**config.mk**
```make
export PLATFORM = sky130hd
export DESIGN_NAME = sram_mem_controller
export DESIGN_NICKNAME = d
export VERILOG_FILES = /design/src/rtl/sram_mem_controller_pkg.sv /design/src/rtl/sram_mem_controller.sv
export SDC_FILE = /design/constraint.sdc
export NUM_CORES = 1
export LEC_CHECK = 0
export CAP_MARGIN = 0
export CORE_AREA = 2 2 109 100
export DETAILED_ROUTE_END_ITERATION = 8
export DIE_AREA = 0 0 111 102
export DONT_BUFFER_PORTS = 1
export GPL_ROUTABILITY_DRIVEN = 0
export PLACE_DENSITY = 0.68
export SETUP_SLACK_MARGIN = 0.1
export SYNTH_ARGS = -nofsm -noshare
export SYNTH_HDL_FRONTEND = slang
export SYNTH_SLANG_ARGS = --single-unit
```
**constraint.sdc**
```tcl
create_clock -name clk -period 2.8 [get_ports clk]
set_input_delay 0.56 -clock clk [delete_from_list [all_inputs] [get_ports clk]]
set_output_delay 0.56 -clock clk [all_outputs]
set_load 0.01 [all_outputs]
```
**src/rtl/sram_mem_controller_pkg.sv**
```systemverilog
// Shared definitions for the MEM-stage SRAM data-memory controller.
//   mem_state_e        : FSM state encoding (IDLE=0, LOW=1, HIGH=2, DONE=3)
//   ADDR_BASE_DEFAULT  : byte address that maps to SRAM word 0
//   DQ_W               : SRAM data bus width in bits
package sram_mem_controller_pkg;

  typedef enum logic [1:0] {
    ST_IDLE = 2'd0,
    ST_LOW  = 2'd1,
    ST_HIGH = 2'd2,
    ST_DONE = 2'd3
  } mem_state_e;

  localparam int unsigned ADDR_BASE_DEFAULT = 1024;
  localparam int unsigned DQ_W              = 16;

endpackage

```
**src/rtl/sram_mem_controller.sv**
```systemverilog
// MEM-stage controller for an external 16-bit SRAM. A 32-bit word access
// (LDR/STR) is split into a low and a high half-word phase, each holding
// address/control on the SRAM for WAIT_CYCLES cycles, while ready=0 freezes
// the pipeline.
// Ports:
//   clk, rst_n             clock, asynchronous active-low reset
//   rd_en, wr_en           MEM-stage mem_read / mem_write requests
//   address, write_data    byte address and store data (latched at start)
//   read_data              loaded word, valid from the cycle ready rises
//   ready                  1 = idle or completing, 0 = freeze the pipeline
//   sram_addr              half-word SRAM address (registered)
//   sram_dq_out/_oe/_in    SRAM data bus pieces; the tristate lives above
//   sram_we_n              SRAM write enable, active low (registered)
//   dbg_state              current FSM state, for observation only
//
// Handshake: a request is rd_en or wr_en held high. The controller samples it
// in IDLE; from then ready stays low until the DONE cycle, where ready=1
// means the access completes on the next rising edge. The requester keeps
// rd_en/wr_en asserted while ready=0 and may change them only after an edge
// with ready=1. Request inputs are ignored outside IDLE.
module sram_mem_controller
  import sram_mem_controller_pkg::*;
#(
  parameter int unsigned WAIT_CYCLES = 2,
  parameter int unsigned ADDR_BASE   = ADDR_BASE_DEFAULT,
  parameter int unsigned SRAM_AW     = 18
) (
  input  logic               clk,
  input  logic               rst_n,
  input  logic               rd_en,
  input  logic               wr_en,
  input  logic [31:0]        address,
  input  logic [31:0]        write_data,
  output logic [31:0]        read_data,
  output logic               ready,
  output logic [SRAM_AW-1:0] sram_addr,
  output logic [DQ_W-1:0]    sram_dq_out,
  output logic               sram_dq_oe,
  input  logic [DQ_W-1:0]    sram_dq_in,
  output logic               sram_we_n,
  output mem_state_e         dbg_state
);

  localparam int unsigned     CNT_W       = $clog2(WAIT_CYCLES + 1);
  localparam int unsigned     WORD_W      = SRAM_AW - 1;
  localparam logic [CNT_W-1:0] CNT_LAST   = CNT_W'(WAIT_CYCLES - 1);
  localparam logic [31:0]     BASE        = 32'(ADDR_BASE);
  localparam bit              SINGLE_WAIT = (WAIT_CYCLES == 1);

  mem_state_e         state_q, state_d;
  logic [CNT_W-1:0]   cnt_q, cnt_d;
  logic               op_rd_q, op_rd_d;
  logic [WORD_W-1:0]  word_q, word_d;
  logic [31:0]        wdata_q, wdata_d;
  logic [31:0]        read_data_q, read_data_d;
  logic [SRAM_AW-1:0] sram_addr_q, sram_addr_d;
  logic [DQ_W-1:0]    dq_out_q, dq_out_d;
  logic               dq_oe_q, dq_oe_d;
  logic               we_n_q, we_n_d;

  logic [WORD_W-1:0]  word_idx;
  logic               last_cnt;
  logic               in_phase_d;

  // Offset is taken modulo 2^32 so addresses below the base wrap around;
  // the byte offset bits [1:0] drop out with the shift.
  assign word_idx = WORD_W'((address - BASE) >> 2);
  assign last_cnt = (cnt_q == CNT_LAST);

  always_comb begin
    state_d     = state_q;
    cnt_d       = cnt_q;
    op_rd_d     = op_rd_q;
    word_d      = word_q;
    wdata_d     = wdata_q;
    read_data_d = read_data_q;

    unique case (state_q)
      ST_IDLE: begin
        if (rd_en || wr_en) begin
          state_d = ST_LOW;
          cnt_d   = '0;
          op_rd_d = rd_en;  // both set is a protocol error; treated as read
          word_d  = word_idx;
          wdata_d = write_data;
        end
      end
      ST_LOW: begin
        if (last_cnt) begin
          state_d = ST_HIGH;
          cnt_d   = '0;
          if (op_rd_q) read_data_d[15:0] = sram_dq_in;
        end else begin
          cnt_d = cnt_q + 1'b1;
        end
      end
      ST_HIGH: begin
        if (last_cnt) begin
          state_d = ST_DONE;
          cnt_d   = '0;
          if (op_rd_q) read_data_d[31:16] = sram_dq_in;
        end else begin
          cnt_d = cnt_q + 1'b1;
        end
      end
      ST_DONE: state_d = ST_IDLE;
      default: state_d = ST_IDLE;
    endcase

    // Pin outputs are registered from the next state so they line up with it.
    in_phase_d  = (state_d == ST_LOW) || (state_d == ST_HIGH);
    sram_addr_d = in_phase_d ? {word_d, (state_d == ST_HIGH)} : sram_addr_q;
    dq_oe_d     = in_phase_d && !op_rd_d;
    dq_out_d    = dq_out_q;
    if (dq_oe_d) dq_out_d = (state_d == ST_HIGH) ? wdata_d[31:16] : wdata_d[15:0];
    // we_n rises on the last cycle of each phase so the SRAM latches on that
    // rising edge; with one wait cycle it stays low for the whole phase.
    we_n_d = !(dq_oe_d && (SINGLE_WAIT || (cnt_d != CNT_LAST)));
  end

  always_ff @(posedge clk or negedge rst_n) begin
    if (!rst_n) begin
      state_q     <= ST_IDLE;
      cnt_q       <= '0;
      op_rd_q     <= 1'b1;
      word_q      <= '0;
      wdata_q     <= '0;
      read_data_q <= '0;
      sram_addr_q <= '0;
      dq_out_q    <= '0;
      dq_oe_q     <= 1'b0;
      we_n_q      <= 1'b1;
    end else begin
      state_q     <= state_d;
      cnt_q       <= cnt_d;
      op_rd_q     <= op_rd_d;
      word_q      <= word_d;
      wdata_q     <= wdata_d;
      read_data_q <= read_data_d;
      sram_addr_q <= sram_addr_d;
      dq_out_q    <= dq_out_d;
      dq_oe_q     <= dq_oe_d;
      we_n_q      <= we_n_d;
    end
  end

  // Freeze must assert in the same cycle the request appears.
  assign ready       = ((state_q == ST_IDLE) && !rd_en && !wr_en) || (state_q == ST_DONE);
  assign read_data   = read_data_q;
  assign sram_addr   = sram_addr_q;
  assign sram_dq_out = dq_out_q;
  assign sram_dq_oe  = dq_oe_q;
  assign sram_we_n   = we_n_q;
  assign dbg_state   = state_q;

  a_no_rd_wr_together : assert property (@(posedge clk) disable iff (!rst_n)
    !((state_q == ST_IDLE) && rd_en && wr_en))
    else $error("rd_en and wr_en asserted together");

endmodule
```
==> out/results.tsv <==
metric	value	unit
Non-Filler Instances	569	
DP HPWL	6.67	mm
# H-tree levels	4	
CP arrival	2710	ps
Layout area overhead	14.8	%
Placed Instances	538	
drt wl/cell	17.6	µm
die area	0.0113	mm²
yosys warns	0	
worst path cell trace	inv_2 -> ha_1 -> o21a_4 -> o22ai_1 -> o31a_1 -> ha_1 -> buf_4 -> mux4_2 -> mux2_2	
layout cells sized above 1	24.3	%
Sequential Power Share	40.1	%
setup_tns	0	ps
status	complete, but fails checks	
crit path time final	2430	ps
Crit Reg-Reg Endpoint	sram_dq_out[5]	
largest net degree at the start of global routing	123	
Starting Density	51.1	%
Max-cap violations	0	
clock buffer depth	2	
DRT iter0 DRCs	174	
Core ar.	0.0101	mm²
DRT Pass-1 Iters	4	
worst hold path type	input pin to async pin	
Primary FF master, synth	dfrtp_1	
Leak	0.00271	µW
Final nets	519	
R2R depth	9	
I/O Buffers	0	
FMAX	0.411	GHz
Seq cells post-synth	122	
Mapped Cells	421	
# Post-CTS Setup Buffers	0	
vias per cell	5.54	
Avg Synthesized Cell Area	12.3	µm²
total gr overflow	0	
Slew Limit Fails	0	
cts bufs inserted	17	
syn nets	512	
Logic pwr share	34.6	%
post-CTS sizing	0	
Max VDD drop	0.694	mV
first-pass GRT wire length	16.4	mm
Sink Count	122	
Slew headroom	64.7	%
Clock power frac	25.3	%
PD cells	1450	mW/mm²
skew final	8.03	ps
crit-path most repeated cell	ha_1	
sw frac	33.3	%
cell row count	35	
number of enable flip-flop cells after synthesis	0	
crit path from	dbg_state[0]	
CP bufs+invs	2	
period utilization	86.8	%
FF-to-FF Start	dbg_state[0]	
CP peak stage delay	450	ps
Top delay family on crit path	multiplexers	
initial antenna violation count	0	
WP data required	3080	ps
worst-path maximum fanout	17	
violated checks	negative hold slack	
CP Launch Type	register	
final WL	10.0	mm
RSZ-0062 raised after global routing	no	
slowest CP cell	dfrtp_2	
crit end category	register	
sequential share of the synthesized area	59.1	%
internal power	5730	µW
GRT Util Overall	18.6	%
post-route ant nets	0	
vias in the first global route	3279	
DR vias	3152	
Clock transition at path regs	50	ps
# IOs	155	
worst slew pin tran	528	ps
number of distinct library cells after synthesis	40	
Final Hold Fails	120	
Synth Cell Area	0.00517	mm²
DRC viols	0	
P_sw	2860	µW
type of the worst setup path	register to register	
worst hold slack	-143	ps
Die X	111	µm
n_diodes	0	
Design Power	8590	µW
Reg2Reg Setup Slack	370	ps
Die Ht	102	µm
latest clock arrival within the worst-skew pair	400	ps
CTS tree	yes	
ys async rst share	100	%
Clock Tree Root	clkbuf_16	
Setup-failing EPs final	0	
cells by family after synthesis:
| family | after synthesis | share of synthesized area [%] |
|---|---|---|
| XOR/XNOR | 3 | 0.508 |
| adder cells (fa/ha/maj) | 7 | 1.69 |
| AND/OR/NAND/NOR | 157 | 12.2 |
| flip-flops | 122 | 59.1 |
| multiplexers | 79 | 20.7 |
| AO/OA/AOI/OAI | 26 | 3.36 |
| buffers and inverters | 27 | 2.44 |
cell usage after synthesis, types with 2 or more instances:
cell type	instances	area [µm²]
ha_1	7	87.6
o21ai_1	5	25.0
inv_1	5	18.8
buf_2	8	40.0
a21oi_1	5	25.0
dfstp_2	2	52.6
o21ai_0	2	10.0
nor3_1	2	10.0
dfrtp_1	120	3000
o221ai_1	2	17.5
mux2_1	21	236
nand3_1	3	15.0
a31oi_1	2	12.5
buf_4	2	15.0
clkbuf_1	8	30.0
buf_1	2	7.51
nand2_1	130	488
mux2_2	42	473
xor2_1	2	17.5
a21o_1	2	15.0
nand2b_1	5	31.3
nor2_1	11	41.3
mux4_2	16	360
area by class of cell:
class,count,area [µm²]
clock buffers,24,482
fillers,837,4180
multi-input cells,272,2020
clock inverters,7,115
inverters,6,22.5
repair buffers,9,80.1
well taps,129,161
flip-flops and latches,122,3060
stage by stage:
step                util (%)  setup slack, ps  instance area (µm²)  hold WS (ps)
finish                  58.7              369                 5940          -143
global route            58.7              225                 5940          -171
CTS                     58.7              349                 5940          -163
detailed placement      52.8              366                 5340           267
global placement        52.8              385                 5340           268
floorplan                  -              110                 5220           264
sequential cells by signal, indices dropped and copies added, names as in the netlist:
| name | cells |
|---|---|
| wdata_q | 32 |
| read_data | 32 |
| sram_dq_oe | 1 |
| op_rd_q | 1 |
| word_q | 17 |
| sram_we_n | 1 |
| cnt_q | 2 |
| sram_dq_out | 16 |
| sram_addr | 18 |
| dbg_state | 2 |
power by group through the flow:
stage	Clock, µW	Combinational, µW	Sequential [µW]
5_1_grt	2310	3320	3550
2_1_floorplan	0	2570	3290
4_1_cts	2230	3040	3460
6_report	2180	2970	3440
3_3_place_gp	0	2920	3440
3_5_place_dp	0	3040	3480
worst max-delay path by stage:
stage	end	slack, ps	cells past startpoint
final	sram_dq_out[5]	370	9
after global routing	sram_dq_out[9]	220	9
after CTS	sram_dq_out[5]	350	9
after detailed placement	sram_dq_out[13]	370	9
after global placement	sram_dq_out[0]	380	9
after floorplan	sram_dq_out[10]	110	13
placed cells by master (no fill, tap or decap), drive strengths merged, types with 5 or more instances in the layout:
master,n
clkbuf,24
nand2,130
inv,6
ha,7
nand2b,5
buf,9
nor2,12
mux2,63
dfrtp,120
a21oi,5
o21ai,7
mux4,16
metal layers:
metal	global-route usage (%)	routed length (µm)	up-vias
met3	9.61	939	4
met1	22.5	4040	1600
li1	-	-	1443
met4	5.38	66	0
met5	0	0	-
met2	29.9	4960	105
(Power assumes the default switching activity.)
